## src/rtl/seg_scan_driver_if.sv

```systemverilog
// Bus between seg_scan_driver and its user: value load handshake plus the scan outputs.
// The slave side is the scanner; the master side supplies value_in/load.
interface seg_scan_driver_if #(
    parameter int unsigned DIGITS = 4
);
    logic [4*DIGITS-1:0] value_in;
    logic                load;
    logic                ready;
    logic [3:0]          hex;
    logic [DIGITS-1:0]   digit_sel;
    logic                blank;
    logic                frame_tick;

    modport master (
        output value_in, load,
        input  ready, hex, digit_sel, blank, frame_tick
    );

    modport slave (
        input  value_in, load,
        output ready, hex, digit_sel, blank, frame_tick
    );
endinterface

```

## src/rtl/seg_scan_driver.sv

```systemverilog
// Time-multiplexed common-anode 7-segment scanner with dead-time and tear-free frame updates.
// Optional feature macro: LEADING_ZERO_BLANK_EN (suppress leading zero digits above digit 0).
module seg_scan_driver #(
    parameter int unsigned DIGITS  = 4,
    parameter int unsigned CLK_DIV = 50000,
    parameter int unsigned DEAD    = 2
) (
    input  logic              clk,
    input  logic              rst_n,
    seg_scan_driver_if.slave  bus
);

    localparam int unsigned CntW = (CLK_DIV > 1) ? $clog2(CLK_DIV) : 1;
    localparam int unsigned IdxW = (DIGITS > 1) ? $clog2(DIGITS) : 1;
    localparam int unsigned ValW = 4 * DIGITS;

    localparam logic [CntW-1:0] CntMax  = CntW'(CLK_DIV - 1);
    localparam logic [CntW-1:0] CntDead = CntW'(DEAD);
    localparam logic [IdxW-1:0] IdxMax  = IdxW'(DIGITS - 1);

    typedef enum logic [0:0] {StDead, StShow} slot_state_e;

    // State at cnt==0; with no dead time a slot starts directly in SHOW.
    localparam slot_state_e StSlotStart = (DEAD > 0) ? StDead : StShow;

    slot_state_e          state_q, state_d;
    logic [CntW-1:0]      cnt_q, cnt_d;
    logic [IdxW-1:0]      idx_q, idx_d;
    logic [ValW-1:0]      disp_q, disp_d;
    logic [ValW-1:0]      pend_q, pend_d;
    logic                 pend_v_q, pend_v_d;
    logic                 wrap;

    logic [3:0]           hex_q, hex_d;
    logic [DIGITS-1:0]    digit_sel_q, digit_sel_d;
    logic                 blank_q, blank_d;
    logic                 ready_q, ready_d;
    logic                 frame_tick_q, frame_tick_d;

    // State register
    always_ff @(posedge clk or negedge rst_n) begin
        if (!rst_n) begin
            state_q  <= StSlotStart;
            cnt_q    <= '0;
            idx_q    <= '0;
            disp_q   <= '0;
            pend_q   <= '0;
            pend_v_q <= 1'b0;
        end else begin
            state_q  <= state_d;
            cnt_q    <= cnt_d;
            idx_q    <= idx_d;
            disp_q   <= disp_d;
            pend_q   <= pend_d;
            pend_v_q <= pend_v_d;
        end
    end

    // Next-state logic
    always_comb begin
        cnt_d    = cnt_q + CntW'(1);
        idx_d    = idx_q;
        wrap     = 1'b0;
        state_d  = state_q;
        disp_d   = disp_q;
        pend_d   = pend_q;
        pend_v_d = pend_v_q;

        if (cnt_q == CntMax) begin
            cnt_d   = '0;
            state_d = StSlotStart;
            if (idx_q == IdxMax) begin
                idx_d = '0;
                wrap  = 1'b1;
            end else begin
                idx_d = idx_q + IdxW'(1);
            end
        end else if (state_q == StDead && cnt_q == CntDead - 1'b1) begin
            state_d = StShow;
        end

        // Commit uses the old pend_v, so a load on the boundary edge waits a full frame.
        if (wrap && pend_v_q) begin
            disp_d   = pend_q;
            pend_v_d = 1'b0;
        end
        if (bus.load && !pend_v_q) begin
            pend_d   = bus.value_in;
            pend_v_d = 1'b1;
        end
    end

`ifdef LEADING_ZERO_BLANK_EN
    logic upper_nz;
`endif

    // Output logic: next values of the registered outputs, from next-state values
    always_comb begin
        hex_d        = '0;
        blank_d      = 1'b0;
        digit_sel_d  = '1;
        frame_tick_d = wrap;
        ready_d      = !pend_v_d;

        for (int i = 0; i < int'(DIGITS); i++) begin
            if (idx_d == IdxW'(i)) hex_d = disp_d[4*i +: 4];
        end

`ifdef LEADING_ZERO_BLANK_EN
        upper_nz = 1'b0;
        for (int i = int'(DIGITS) - 1; i >= 0; i--) begin
            upper_nz = upper_nz | (|disp_d[4*i +: 4]);
            if (i > 0 && idx_d == IdxW'(i) && !upper_nz) blank_d = 1'b1;
        end
`endif

        if (state_d == StShow && !blank_d) begin
            for (int i = 0; i < int'(DIGITS); i++) begin
                if (idx_d == IdxW'(i)) digit_sel_d[i] = 1'b0;
            end
        end
    end

    always_ff @(posedge clk or negedge rst_n) begin
        if (!rst_n) begin
            hex_q        <= '0;
            digit_sel_q  <= '1;
            blank_q      <= 1'b0;
            ready_q      <= 1'b1;
            frame_tick_q <= 1'b0;
        end else begin
            hex_q        <= hex_d;
            digit_sel_q  <= digit_sel_d;
            blank_q      <= blank_d;
            ready_q      <= ready_d;
            frame_tick_q <= frame_tick_d;
        end
    end

    assign bus.hex        = hex_q;
    assign bus.digit_sel  = digit_sel_q;
    assign bus.blank      = blank_q;
    assign bus.ready      = ready_q;
    assign bus.frame_tick = frame_tick_q;

endmodule

```

## src/flat_wrapper.sv

```systemverilog
// flat-port wrapper written by rule: the top's interface ports become plain ports
module seg_scan_driver_flat 
#(
    parameter int unsigned DIGITS  = 4,
    parameter int unsigned CLK_DIV = 50000,
    parameter int unsigned DEAD    = 2
)
  (clk, rst_n, bus_value_in, bus_load, bus_ready, bus_hex, bus_digit_sel, bus_blank, bus_frame_tick);
  seg_scan_driver_if #(.DIGITS(DIGITS)) bus_i ();
  input  logic clk;
  input  logic rst_n;
  input wire logic [$bits(bus_i.value_in)-1:0] bus_value_in;
  input wire logic [$bits(bus_i.load)-1:0] bus_load;
  output wire logic [$bits(bus_i.ready)-1:0] bus_ready;
  output wire logic [$bits(bus_i.hex)-1:0] bus_hex;
  output wire logic [$bits(bus_i.digit_sel)-1:0] bus_digit_sel;
  output wire logic [$bits(bus_i.blank)-1:0] bus_blank;
  output wire logic [$bits(bus_i.frame_tick)-1:0] bus_frame_tick;
  assign bus_i.value_in = bus_value_in;
  assign bus_i.load = bus_load;
  assign bus_ready = bus_i.ready;
  assign bus_hex = bus_i.hex;
  assign bus_digit_sel = bus_i.digit_sel;
  assign bus_blank = bus_i.blank;
  assign bus_frame_tick = bus_i.frame_tick;
  seg_scan_driver #(.DIGITS(DIGITS), .CLK_DIV(CLK_DIV), .DEAD(DEAD)) u_core (.clk(clk), .rst_n(rst_n), .bus(bus_i));
endmodule
```

## config.mk

```make
export PLATFORM = sky130hd
export DESIGN_NAME = seg_scan_driver_flat
export DESIGN_NICKNAME = d
export VERILOG_FILES = /design/src/rtl/seg_scan_driver_if.sv /design/src/rtl/seg_scan_driver.sv /design/src/flat_wrapper.sv
export SDC_FILE = /design/constraint.sdc
export NUM_CORES = 1
export LEC_CHECK = 0
export CAP_MARGIN = 5
export CORE_MARGIN = 2
export CORE_UTILIZATION = 55
export DETAILED_ROUTE_END_ITERATION = 8
export PLACE_DENSITY = 0.74
export RECOVER_POWER = 25
export SLEW_MARGIN = 20
export SYNTH_ARGS = -nofsm -noshare
export SYNTH_HDL_FRONTEND = slang
export SYNTH_SLANG_ARGS = --single-unit
```

## constraint.sdc

```tcl
create_clock -name clk -period 2.9 [get_ports clk]
set_input_delay 0.725 -clock clk [delete_from_list [all_inputs] [get_ports clk]]
set_output_delay 0.725 -clock clk [all_outputs]
set_load 0.05 [all_outputs]
```

==> results.md <==
* Crit Path Category: flip-flop to flip-flop
* Final setup viols at 0
* Routing usage on met2 at 0.337
* Max-slew violations at 0
* Worst Max-Slew Pin Slew at 1.22 ns
* Reg clk slew, reported paths at about 0.070 ns
* Cell breakdown of the critical path: or4_4 > nor4_4 > buf_4 > mux2i_1 > inv_2 > a2111oi_0 > nor4_1
* TNS Setup at 0 ns
* PortBufs at 28
* Crit share post-route at 0.919
* First-pass GRT wire length at 8.85 mm
* Reg2Reg Setup Slack at 0.23 ns
* EDFF count, synth at 0
* Hold path start: u_core.cnt_q[0]$_DFF_PN0_
* Top-count cell post-synth: dfrtp_1
* P_sw at 350 µW
* Share of layout cells above drive strength 1 at 0.171
* CTS root buf: clkbuf_8
* CP arrival at around 2.9 ns
* Gate power share at 0.042
* Register area share after synthesis at 0.572
* Routability cong. at 0.824
* Vias in the first global route at roughly 1800
* Worst-skew pair later-pin latency at between 0.3 and 0.4 ns
* Hold Path Class: flip-flop to flip-flop
* Hold endpoint: u_core.cnt_q[0]$_DFF_PN0_
* Router iterations before antenna repair at 4
* CTS buffer count at 9
* Starting Density at 0.573
* GRT overflow at 0
* Total wire length at between 5 and 6 mm
* Commonest register cell after synthesis: dfrtp_1
* Total core area at 4750 µm²
* Clk network pwr share at 0.392
* Req. time, crit path at 3.09 ns
* Largest cells by area after synthesis: dfrtp_1, mux2_2, a2111oi_0, dfstp_2, a21boi_0
* Clock sink count at between 60 and 70
* Buffers & Inverters on Critical Path at 2
* Site row count at 25
* Outcome: completed
* Avg Synthesized Cell Area at around 12 µm²
* R2R depth at 7
* Die W at 74.4 µm
* RSZ-0062 raised after global routing: false
* Worst vdd ir at 0.310 mV
* Async set-reset flop share out of synthesis at 1.00
* Synth cell types at 35
* GRT Util Overall at 0.218
* Met1 Track Usage GR at 0.296
* Area occupied by multi-input gates at between 1000 and 1500 µm²
* Reg-to-reg critical path endpoint: u_core.bus.hex[3]$_DFF_PN0_
* Post-DP HPWL at 3.56 mm
* # H-tree levels at 3
* Area growth syn-to-layout at 18.6%
* Max cap viols at 0
* Post-synth top area cell: dfrtp_1
* Worst Setup End Kind: flip-flop
* Largest net degree at the start of global routing at 34
* Sequential cell fraction of total power at 0.567
* Sw Share at 0.217
* Reg2Reg Launch Point: u_core.cnt_q[11]$_DFF_PN0_
* FF+latch count, synth at 62
* Vias per cell at 5.61
* Number of hold-slack violations in the final timing report at 0
* Dpl cells at between 300 and 400
* Max Clk Rate at ~380 MHz
* Final cell count without fillers at 330
* Layout fillers at 385
* Worst clock skew at 0.00950 ns
* Ant. Diodes at 0
* Die Y at 74.4 µm
* Initial antenna violation count at 0
* Setup crit start kind: flip-flop
* Leakage at 0.00149 µW
* Met3 Use GR at 0.0447
* WL/cell at ~16 µm
* Max incr delay on CP at 0.58 ns
* Post-synthesis instance total at 225
* IO Count at 30
* Internal power at 1260 µW
* TritonCTS clock tree: done
* Register area at 1560 µm²
* Vias at 1851
* Total die area at 5530 µm²
* Synth warnings at 0
* Commonest cells in the netlist: dfrtp_1, nor2_1
* Min Clock Period, post-route at 2.67 ns
* Total power draw at 1610 µW
* Nets at 280
* Final ANT Viol Nets at 0
* CP max FO at 11
* Layer with the highest usage: met2
* Top delay family on crit path: simple AND/OR/NAND/NOR gates
* Syn_nets at 247
* Clock Path Buffers at 2
* CP max-delay cell: or4_4
* Fin Hold WS at about 0.50 ns
* Mapped Area at about 2700 µm²
* DRC errors left at 0
* Hold Path Cell Cnt at 1
* PwrDens at 500 nW/µm²
* Relative slew slack at 0.184
* Top-area cell type share of the netlist area at 0.524
* 1st-iter DRT viols at 122
## worst reg2reg max path, cell delays in order, from the launching register on
cell       delay (ns)
dfrtp_1          0.43
or4_4            0.58
nor4_4           0.35
buf_4            0.23
mux2i_1          0.29
inv_2            0.16
a2111oi_0        0.37
nor4_1           0.11
## worst max-delay path by stage
stage                                    start  slack (ns)                           to  cells after the start
finish              u_core.cnt_q[11]$_DFF_PN0_        0.23  u_core.bus.hex[3]$_DFF_PN0_                      7
global route        u_core.cnt_q[11]$_DFF_PN0_        0.07  u_core.bus.hex[1]$_DFF_PN0_                      7
CTS                 u_core.cnt_q[11]$_DFF_PN0_        0.05  u_core.bus.hex[2]$_DFF_PN0_                      7
detailed placement  u_core.cnt_q[11]$_DFF_PN0_        0.07  u_core.bus.hex[2]$_DFF_PN0_                      7
global placement    u_core.cnt_q[11]$_DFF_PN0_        0.28  u_core.bus.hex[0]$_DFF_PN0_                      7
floorplan           u_core.cnt_q[11]$_DFF_PN0_        0.50  u_core.bus.hex[0]$_DFF_PN0_                      7
## registers in the layout, summed over array words and instances, names as in the netlist
name	count
u_core.bus.digit_sel	4
u_core.bus.frame_tick	1
u_core.bus.hex	4
u_core.bus.ready	1
u_core.cnt_q	16
u_core.disp_q	16
u_core.idx_q	2
u_core.pend_q	16
u_core.pend_v_q	1
u_core.state_q	1
## cell type report
type,instances,area share
multi-input combinational,141,0.331
clock buffer,14,0.0473
tap,67,0.0260
sequential,62,0.482
clock inverter,2,0.00310
inverter,8,0.00930
timing repair buffer,36,0.101
## per-layer routing
| layer | vias to the layer above | wire, µm |
|---|---|---|
| li1 | 882 | - |
| met2 | 40 | 2610 |
| met5 | - | 0 |
| met4 | 0 | 80 |
| met1 | 923 | 2360 |
| met3 | 6 | 146 |
## per-stage QoR
step	setup slack, ns	cell area (µm²)	utilization
4_1_cts	0.0514	3230	0.680
3_3_place_gp	0.284	3070	0.646
3_5_place_dp	0.0717	3070	0.646
2_1_floorplan	0.501	2720	-
6_report	0.234	3230	0.679
5_1_grt	0.0711	3230	0.679
## logic make-up after synthesis
kind of cell,after synthesis,share of synthesized area
flops,62,0.572
simple gates,55,0.114
compound gates,51,0.146
buf+inv,22,0.0372
mux,18,0.0735
xor+xnor,13,0.0418
fa+ha+maj,3,0.0138
other cells,1,0.00138
## layout by cell type, fill, tap and decap left out, types with 7 or more instances in the layout
| master | synthesis | layout |
|---|---|---|
| dfrtp_1 | 57 | 57 |
| clkdlybuf4s50_1 | 0 | 27 |
| nor2_1 | 17 | 17 |
| a21boi_0 | 16 | 16 |
| a21o_1 | 16 | 16 |
| mux2_2 | 16 | 16 |
| a2111oi_0 | 16 | 12 |
| clkbuf_8 | 0 | 10 |
| nand3_1 | 9 | 9 |
| xnor2_1 | 9 | 9 |
| clkbuf_1 | 5 | 7 |
## power by group through the flow
stage                     registers [µW]  clock network [µW]  logic (µW)
after floorplan                      920                   0        27.2
after global routing                 917                 694        75.2
after global placement               929                   0        68.8
after CTS                            914                 647        70.8
final                                914                 632        67.0
after detailed placement             929                   0        70.6
## what timing repair did
item / in CTS / in global routing
hold buffers: 0 / 0
gates resized for setup: 0 / 6
setup buffers: 0 / 0
setup endpoints to repair: 0 / 4
No activity file was read; power rests on OpenSTA's default activity.
